`config.mk`:
```
export PLATFORM = sky130hd
export DESIGN_NAME = arb_req_queue
export DESIGN_NICKNAME = d
export VERILOG_FILES = /design/src/rtl/arb_req_queue.sv
export SDC_FILE = /design/constraint.sdc
export NUM_CORES = 1
export LEC_CHECK = 0
export CORE_ASPECT_RATIO = 0.9
export CORE_MARGIN = 5
export CORE_UTILIZATION = 44
export DETAILED_ROUTE_END_ITERATION = 12
export PLACE_DENSITY_LB_ADDON = 0.05
export SLEW_MARGIN = 20
export SYNTH_ARGS = -nofsm -noshare
export SYNTH_HDL_FRONTEND = slang
export SYNTH_SLANG_ARGS = --single-unit
```
`constraint.sdc`:
```
create_clock -name clk -period 3.38 [get_ports clk]
set_clock_uncertainty 0.1 [all_clocks]
set_input_delay 1.014 -clock clk [delete_from_list [all_inputs] [get_ports clk]]
set_output_delay 1.014 -clock clk [all_outputs]
set_load 0.005 [all_outputs]
```
`src/rtl/arb_req_queue.sv`:
```
// arb_req_queue
//   Front-end for a 3-port round-robin arbiter. Each port owns a small circular
//   FIFO. A non-empty FIFO raises req[i]. The arbiter answers with grant, which is
//   combinational from req. A single valid grant pops that port's head word onto
//   the registered out_* bus one cycle later.
//
// Ports
//   clk        system clock, all logic on posedge
//   rst        synchronous active-high reset
//   in_valid   per-port push request
//   in_data    per-port push data, port i at in_data[i*DW +: DW]
//   in_ready   per-port "FIFO not full", from registered occupancy only
//   req        per-port "FIFO not empty", from registered occupancy only
//   grant      one-hot (or zero) grant from the arbiter
//   out_valid  a word was popped on the previous edge
//   out_port   source port of out_data
//   out_data   popped word
//   level      per-port occupancy, port i at slice i
//   err        sticky protocol error (multi-bit grant, or grant to an empty port)
module arb_req_queue #(
    parameter int DW    = 8,
    parameter int DEPTH = 4
) (
    input  logic                                clk,
    input  logic                                rst,
    input  logic [2:0]                          in_valid,
    input  logic [3*DW-1:0]                     in_data,
    output logic [2:0]                          in_ready,
    output logic [2:0]                          req,
    input  logic [2:0]                          grant,
    output logic                                out_valid,
    output logic [1:0]                          out_port,
    output logic [DW-1:0]                       out_data,
    output logic [3*$clog2(DEPTH+1)-1:0]        level,
    output logic                                err
);

    localparam int LW = $clog2(DEPTH + 1);
    localparam int PW = (DEPTH > 1) ? $clog2(DEPTH) : 1;

    logic [DW-1:0] mem_q   [3][DEPTH];
    logic [DW-1:0] mem_d   [3][DEPTH];
    logic [PW-1:0] wr_ptr_q [3];
    logic [PW-1:0] wr_ptr_d [3];
    logic [PW-1:0] rd_ptr_q [3];
    logic [PW-1:0] rd_ptr_d [3];
    logic [LW-1:0] lvl_q    [3];
    logic [LW-1:0] lvl_d    [3];

    logic          out_valid_q, out_valid_d;
    logic [1:0]    out_port_q,  out_port_d;
    logic [DW-1:0] out_data_q,  out_data_d;
    logic          err_q,       err_d;

    logic          grant_any;
    logic          grant_multi;
    logic          grant_ok;
    logic [2:0]    push;
    logic [2:0]    pop;

    function automatic logic [PW-1:0] ptr_inc(input logic [PW-1:0] p);
        return (p == PW'(DEPTH - 1)) ? '0 : p + PW'(1);
    endfunction

    always_comb begin
        for (int i = 0; i < 3; i++) begin
            in_ready[i]           = (lvl_q[i] != LW'(DEPTH));
            req[i]                = (lvl_q[i] != '0);
            level[i*LW +: LW]     = lvl_q[i];
        end
    end

    // A pop needs exactly one grant bit and that port holding data; any other
    // non-zero grant is a protocol error and pops nothing.
    always_comb begin
        grant_any   = |grant;
        grant_multi = (grant[0] & grant[1]) | (grant[0] & grant[2]) | (grant[1] & grant[2]);
        grant_ok    = grant_any && !grant_multi && |(grant & req);
    end

    always_comb begin
        mem_d       = mem_q;
        wr_ptr_d    = wr_ptr_q;
        rd_ptr_d    = rd_ptr_q;
        lvl_d       = lvl_q;
        out_valid_d = 1'b0;
        out_port_d  = out_port_q;
        out_data_d  = out_data_q;
        err_d       = err_q;
        push        = '0;
        pop         = '0;

        for (int i = 0; i < 3; i++) begin
            push[i] = in_valid[i] && in_ready[i];
            pop[i]  = grant_ok && grant[i];

            if (pop[i]) begin
                out_valid_d = 1'b1;
                out_port_d  = 2'(i);
                out_data_d  = mem_q[i][rd_ptr_q[i]];
                rd_ptr_d[i] = ptr_inc(rd_ptr_q[i]);
            end

            if (push[i]) begin
                mem_d[i][wr_ptr_q[i]] = in_data[i*DW +: DW];
                wr_ptr_d[i]           = ptr_inc(wr_ptr_q[i]);
            end

            case ({push[i], pop[i]})
                2'b10:   lvl_d[i] = lvl_q[i] + LW'(1);
                2'b01:   lvl_d[i] = lvl_q[i] - LW'(1);
                default: lvl_d[i] = lvl_q[i];
            endcase
        end

        if (grant_any && !grant_ok) begin
            err_d = 1'b1;
        end
    end

    // Storage carries no reset; occupancy and pointers define what is valid.
    always_ff @(posedge clk) begin
        mem_q <= mem_d;
    end

    always_ff @(posedge clk) begin
        if (rst) begin
            for (int i = 0; i < 3; i++) begin
                wr_ptr_q[i] <= '0;
                rd_ptr_q[i] <= '0;
                lvl_q[i]    <= '0;
            end
            out_valid_q <= 1'b0;
            out_port_q  <= '0;
            out_data_q  <= '0;
            err_q       <= 1'b0;
        end else begin
            wr_ptr_q    <= wr_ptr_d;
            rd_ptr_q    <= rd_ptr_d;
            lvl_q       <= lvl_d;
            out_valid_q <= out_valid_d;
            out_port_q  <= out_port_d;
            out_data_q  <= out_data_d;
            err_q       <= err_d;
        end
    end

    assign out_valid = out_valid_q;
    assign out_port  = out_port_q;
    assign out_data  = out_data_q;
    assign err       = err_q;

endmodule

```
# Yosys cells after proc, flatten, opt, wreduce, memory -nomap -nowiden
# Cells that the tools add are included.
# op_classes
muxes,36
bitwise_logic,12
magnitude_cmp,9
reduce_logical,25
n_eq_ne,15
add_sub_neg,12
# op_table
cell,n
bitwise mux 32 bit,3
2-to-1 mux 8 bit,12
binary-select mux 8 bit (select 2 bit),3
demux 8 bit (select 2 bit),3
"equality test 2 bit, second input constant",9
"greater-or-equal comparator 3 bit, second input constant",6
2-to-1 mux 2 bit,9
inverter 2 -> 3 bit,6
one-hot mux 3 bit (2 select lines),3
"adder 2 x 1 -> 2 bit, second input constant",6
logical AND 1 bit,12
nonzero test 3 bit,4
"adder 3 x 1 -> 3 bit, second input constant",3
"< comparator 3 x 1 -> 1 bit, second input constant",3
"inequality test 3 bit, second input constant",3
"subtractor 3 x 1 -> 3 bit, second input constant",3
nonzero test 2 bit,4
"equality test 2 x 1 -> 1 bit, second input constant",3
OR reduction 3 bit,2
AND 1 bit,3
AND 3 bit,1
2-to-1 mux 1 bit,3
zero test 1 bit,2
OR 1 bit,2
OR reduction 2 bit,1
# totals
elab_cells,135
inputBits,32
regBits,129
output_inout_bits,27

# Depth between registers and ports, before layout
# Gate-level depths: netlist of the first run.
# logic_depth
depth_word,10
ltp_mapped,10

# Worst setup path before layout of the first run
# No wires, ideal clock.
# synth_timing
kind,input port to flip-flop
startpoint,input port grant[0]
endpoint,"register lvl_q, in the netlist level[5]"
path_stages,10
setup_time_ns,0.070
t_arrival_ns,2.842
path_slack_ns,0.368
n_path_buf,1
cell_sequence,or2_4 > or2_1 > buf_6 > inv_2 > ha_1 > inv_1 > fa_1 > xor2_1 > or3_1 > a21oi_1
# synth_via
elab_chain_len,9
elab_cells_between_ends,15
# synth_rtl
element,line_no,text
from (decl),30,"input logic [2:0] grant,"
AND 1 bit,77,grant_multi = (grant[0] & grant[1]) | (grant[0] & grant[2]) | (grant[1] & grant[2]);
OR 1 bit (2 in series),77,
zero test 1 bit,78,grant_ok = grant_any && !grant_multi && |(grant & req);
logical AND 1 bit,78,
logical AND 1 bit *,78,
logical AND 1 bit *,95,pop[i] = grant_ok && grant[i];
named net pop[1],59,logic [2:0] pop;
equality test 2 x 1 -> 1 bit / equality test 2 bit (equally long branches),109,"case ({push[i], pop[i]})"
one-hot mux 3 bit (2 select lines) / nonzero test 2 bit (equally long branches),n/a,
to (signal assigned),140,lvl_q <= lvl_d;
to (decl),47,logic [LW-1:0] lvl_q [3];
# The timed path passes the listed nets; every way through them passes the cells marked *.
# A chain may end at the register's enable or synchronous reset.

# Worst setup path in the final report of the first run
# layout_timing
startpoint,input port grant[2]
endpoint,"register lvl_q, in the netlist level[8]"
# layout_via
elab_chain_len,9
elab_cells_between_ends,15
# layout_rtl
element,line_no
AND 1 bit,77
OR 1 bit (2 in series),77
zero test 1 bit,78
logical AND 1 bit (2 in series),78
logical AND 1 bit *,95
equality test 2 x 1 -> 1 bit / equality test 2 bit (equally long branches),109
one-hot mux 3 bit (2 select lines) / nonzero test 2 bit (equally long branches),n/a
# Mark *: on every way between the ends. The rest lies on a longest branch, timed or not.

==> reports/summary.md, run 1 <==
### Die
- 12100 sq um — floorplan core area
- 45.1% — initial core utilization
- 59 — count of pins on the block boundary
- 38 — Site Rows
- 14800 sq um — Die Area
- 116 microns — die height
- 127 microns — Die W

### Setup path
- 810 ps — worst reg2reg setup slack
- grant[2] — Critical Path Start
- level[5] — critical register-to-register path endpoint
- input pin to flop — type of the worst setup path
- 3610 ps — Required @ worst endpoint
- input pin — critical path launch point type
- flop — type of destination of the critical path
- level[5] — reg2reg start
- 4 — Crit Path Max Fanout
- 3330 ps — worst endpoint data arrival time
- level[8] — Worst setup endpoint
- 8 — Worst Reg2Reg Path Length in Cells

### Final layout
- 3540 sq um — Sequential cell area
- 26.0% — area growth from synthesis to layout
- 6890 sq um — area of all placed cells without fillers
- 0 — Ant. Diodes
- 18.2% — share of post-route cells with drive strength above 1
- 991 — Fillers
- 486 — Total Nets Final
- 1750 sq um — area of the multi-input gates

### Logic synthesis
- 408 — Synth Net Count
- edfxtp_1 (53%), dfxtp_1 (12%), mux4_2 (7.4%), ha_1 (4.1%), mux2i_1 (2.4%) — most area-consuming cells after synthesis
- edfxtp_1 — top flip-flop cell by instance count after synthesis
- 64.9% — sequential element share of the synthesized area
- 15.4 sq um — synthesized area per cell
- 43 — distinct cell type count after synthesis
- 0 — number of warnings issued by yosys
- 5460 sq um — Synth Cell Area
- 355 — post-synthesis instance total
- edfxtp_1 — leading area contributor after synthesis
- 129 — flip-flop and latch count after synthesis
- 96 — EDFF count, synth
- 52.8% — portion of synthesized cell area occupied by the leading cell type
- 0% — ys async rst share

### STA
- 947 ps — transition time of the tightest slew-check pin
- 36.8% — Max transition margin
- 0 — Slew Limit Fails
- 285 ps — fin worst setup slack
- 323 MHz — Highest Clock Rate
- 91.6% — Final period util
- 0 — final-report setup violation count
- 3100 ps — post-route minimum period
- 0 — count of final hold-check violations
- false — unrepaired setup endpoints after global routing

### CTS
- built — TritonCTS clock tree
- 0 — cells resized by post-CTS repair
- 2 — maximum count of clock buffers along a single path
- 129 — number of clock sinks seen by CTS
- 0 — Post-CTS Setup Repair Bufs
- clkbuf_16 — clock root cell
- 17 — number of CTS-inserted buffers
- 50 ps — clock transition at the registers of the reported paths
- 400 ps — insertion delay to the later sink of the worst-skew pair
- 4 — H-tree depth
- 0 — number of hold buffers added after CTS

### Global route
- 0 — initial antenna violation count
- 16.1% — global router's overall resource usage
- 19 — pin count of the biggest net entering global routing
- 0 — global-route congestion overflow total
- 3174 — via count of the first global-routing pass
- 17700 microns — first-pass GRT wire length

### Placed design
- 6300 sq um — DP Area
- 58 — quantity of I/O buffers inserted on ports
- -106 ps — worst setup timing slack at the placement stage
- 7830 microns — half-perimeter wire length after detailed placement
- 0.751 — final weighted congestion in routability-driven placement

### Pwr
- 0.318 mV — largest voltage drop on the vdd net
- 596 nW/um^2 — Power Dens Cells
- 2.43 nW — leakage power total
- 4.11 mW — post-layout total power

### Run status
- finished clean — status

### Routing
- 4 — first-pass detailed-route iteration total
- 11200 microns — total routed wirelength
- 0 — number of design rule violations left after detail routing
- 3179 — number of vias in the routed layout
- 0 — number of antenna-violating nets in the routed design
- 5.26 — Via-to-Cell Ratio
- 18.6 microns — Routed wire per std cell
- 238 — initial drt markers

### Job
- 0 — Max Cap Viol

### Min path
- err — critical hold path startpoint
- flop to flop — worst min-delay path class

-- routing by layer --
layer | routed length, microns | part of all wire [%] | global-route usage, %
met1 | 5360 | 48 | 22.4
met2 | 5160 | 46 | 23.9
met3 | 463 | 4.1 | 5.16
met4 | 235 | 2.1 | 5.93
met5 | 0 | 0 | 0
-- logic make-up (layout without fill, tap and decap cells) --
kind of cell,Yosys count,in the layout,share of synthesized area [%]
multiplexers,34,34,10.4
AO/OA/AOI/OAI,57,57,8.75
adder cells (fa/ha/maj),21,21,5.22
buffers and inverters,41,130,3.14
AND/OR/NAND/NOR,67,67,6.66
XOR/XNOR,6,6,0.962
flip-flops,129,129,64.8
-- critical path, stage by stage --
cell and delay [ps]:
clkdlybuf4s50_1 530, or3b_1 380, nand2b_4 160, inv_2 60, ha_1 150, inv_1 50, fa_1 370, xor2_1 160
or3_1 310, a21oi_1 140
-- state kept, by name (all words and copies together) (netlist names) --
register and cells:
err 1, out_data 8, out_port 2, level 9
mem_q 96, rd_ptr_q 6, wr_ptr_q 6, out_valid 1
-- how the worst min path moves through the flow --
stage               slack, ps  end  cells past startpoint
detailed placement        360  err                      2
global placement          360  err                      2
floorplan                 340  err                      2
global route              410  err                      2
finish                    370  err                      2
CTS                       370  err                      2
-- placed cells by master (no fill, tap or decap), types with 4 or more instances in the layout --
cell / instances
and3_1: 12
or3_1: 11
inv_2: 4
and2_1: 4
nor2_1: 14
inv_1: 20
clkbuf_16: 17
dfxtp_1: 33
a221o_1: 6
ha_1: 18
mux2i_1: 13
or3b_1: 4
buf_4: 18
nand2_1: 16
o22ai_1: 7
mux4_2: 18
o2111ai_1: 6
clkdlybuf4s50_1: 58
a21oi_1: 15
xor2_1: 6
edfxtp_1: 96
o31ai_2: 6
-- cell usage after synthesis, types with 3 or more instances --
cell	instances
xor2_1	6
dfxtp_1	33
nand2_1	16
inv_1	20
inv_2	4
edfxtp_1	96
mux2i_1	13
buf_2	5
o21ai_0	3
or3_1	11
o31ai_2	6
o2111ai_1	6
a221o_1	6
mux4_2	18
o22ai_1	7
fa_1	3
and2_1	4
a21oi_1	15
nor2_1	14
a211oi_1	3
or3b_1	4
clkbuf_1	8
and3_1	12
ha_1	18
mux2_1	3
-- report_power, final --
part / leakage [nW] / internal (mW) / switching, mW / total, mW
Sequential: 1.15 / 1.79 / 0.0589 / 1.85
Combinational: 0.998 / 0.226 / 0.215 / 0.441
Clock: 0.279 / 1.15 / 0.661 / 1.81
Total: 2.43 / 3.17 / 0.935 / 4.11
-- metrics by stage --
stage / util [%] / hold WS [ps] / instances / setup TNS (ps)
final: 56.8 / 368 / 604 / 0
after global routing: 56.8 / 409 / 604 / 0
after CTS: 56.8 / 371 / 604 / 0
after detailed placement: 52.0 / 363 / 574 / -215
after global placement: 52.0 / 357 / 574 / -53.0
after floorplan: - / 342 / 355 / 0
-- final cells by class --
class | count | share of cell area [%]
tap | 160 | 2.91
clock inverter | 13 | 2.34
timing repair buffer | 76 | 10.4
clock buffer | 17 | 6.18
inverter | 24 | 1.31
sequential | 129 | 51.5
multi-input combinational | 185 | 25.4
Note: power is estimated with default switching activity, not from simulation.
==> run 2: changes to the inputs <==
--- a/config.mk
+++ b/config.mk
@@ -7,7 +7,7 @@
 export LEC_CHECK = 0
 export CORE_ASPECT_RATIO = 0.9
 export CORE_MARGIN = 5
-export CORE_UTILIZATION = 44
+export CORE_UTILIZATION = 56
 export DETAILED_ROUTE_END_ITERATION = 12
 export PLACE_DENSITY_LB_ADDON = 0.05
 export SLEW_MARGIN = 20
==> run 2 against run 1 <==
Effect of this change: critical path depth shrank 8; via count rose by 0.72%; first-iteration DRC count is 0.42% lower; critical path type is now flop to output pin.
==> reports/summary.md, run 2 (same netlist as run 1, synthesis figures left out) <==
### Setup path
- flop to output pin — type of the worst setup path
- flop — critical path launch point type
- level[5] — reg2reg start
- output pin — type of destination of the critical path
- level[5] — Critical Path Start
- 1960 ps — worst endpoint data arrival time
- 2270 ps — Required @ worst endpoint
- 6 — Crit Path Max Fanout

### Pwr
- 4.11 mW — post-layout total power
- 0.490 mV — largest voltage drop on the vdd net
- 2.41 nW — leakage power total
- 602 nW/um^2 — Power Dens Cells

### CTS
- built — TritonCTS clock tree
- 0 — number of hold buffers added after CTS
- clkbuf_8 — clock root cell
- 510 ps — insertion delay to the later sink of the worst-skew pair
- 60 ps — clock transition at the registers of the reported paths
- 17 — number of CTS-inserted buffers
- 4 — H-tree depth
- 0 — cells resized by post-CTS repair
- 129 — number of clock sinks seen by CTS
- 0 — Post-CTS Setup Repair Bufs
- 2 — maximum count of clock buffers along a single path

### STA
- 376 ps — final hold slack
- 326 MHz — Highest Clock Rate
- 0 — count of final hold-check violations
- 0 — final-report setup violation count
- 90.9% — Final period util
- 37.0% — Max transition margin
- 943 ps — transition time of the tightest slew-check pin
- false — unrepaired setup endpoints after global routing
- 3070 ps — post-route minimum period
- 309 ps — fin worst setup slack
- 0 — Slew Limit Fails

### Final layout
- 0 — Ant. Diodes
- 482 — Total Nets Final
- edfxtp_1 — commonest non-fill, non-tap cell in the layout
- edfxtp_1 (96), clkdlybuf4s50_1 (58), dfxtp_1 (33) — commonest cells after routing, fill and taps aside
- 666 — Fillers
- 17.6% — share of post-route cells with drive strength above 1
- 96 — flip-flop count of the largest register, all copies and words added
- mem_q — largest register by flop count
- 24.9% — area growth from synthesis to layout

### Placed design
- 0.743 — final weighted congestion in routability-driven placement
- 58 — quantity of I/O buffers inserted on ports
- -130 ps — worst setup timing slack at the placement stage
- 7520 microns — half-perimeter wire length after detailed placement

### Die
- 9610 sq um — floorplan core area
- 59 — count of pins on the block boundary
- 11800 sq um — Die Area
- 104 microns — die height
- 114 microns — Die W
- 56.8% — initial core utilization
- 34 — Site Rows

### Global route
- 0 — initial antenna violation count
- 27 — pin count of the biggest net entering global routing
- 0 — global-route congestion overflow total
- 3305 — via count of the first global-routing pass
- 20.0% — global router's overall resource usage
- 17900 microns — first-pass GRT wire length

### Routing
- 11100 microns — total routed wirelength
- 4 — first-pass detailed-route iteration total
- 237 — initial drt markers
- 0 — number of antenna-violating nets in the routed design
- 0 — number of design rule violations left after detail routing
- 19.5 microns — Routed wire per std cell
- 3202 — number of vias in the routed layout
- 5.64 — Via-to-Cell Ratio

### Min path
- flop to flop — worst min-delay path class
- err — critical hold path startpoint

### Job
- 0 — Max Cap Viol

### Run status
- finished clean — status

## run 2: power by group
group          internal [mW]  leakage, nW  switching, mW
registers               1.79         1.15         0.0588
clock network           1.14        0.282          0.685
logic                  0.223        0.978          0.215
## run 2: final timing paths
path	to	slack [ps]	cells past startpoint
worst max-delay path	in_ready[1]	310	2
worst min-delay path	err	380	2
worst max register to register	level[5]	780	8
worst min register to register	err	380	2
## run 2: per-stage QoR
stage / cells / cell area (sq um) / util (%) / setup TNS, ps
after floorplan: 355 / 5460 / - / 0
after global placement: 536 / 6230 / 64.8 / -43.3
after detailed placement: 536 / 6230 / 64.8 / -193
after CTS: 568 / 6820 / 71.0 / 0
after global routing: 568 / 6820 / 71.0 / 0
final: 568 / 6820 / 71.0 / 0
## run 2: per-layer routing
layer  routed length, microns  GRT usage [%]
met5                        0              0
met4                      110           5.51
met2                     5560           32.4
met3                      664           5.54
met1                     4720           26.6
## run 2: cell type report
cell class | instances | area (sq um) | share of cell area (%)
flip-flops and latches | 129 | 3540 | 51.9
multi-input cells | 185 | 1750 | 25.6
repair buffers | 72 | 686 | 10.0
clock buffers | 18 | 418 | 6.12
clock inverters | 14 | 180 | 2.64
well taps | 126 | 158 | 2.31
inverters | 24 | 90.1 | 1.32
## run 2: critical path, cell delays in order (launching register included)
cell,delay [ps]
dfxtp_1,460
or3b_1,500
clkdlybuf4s50_1,500
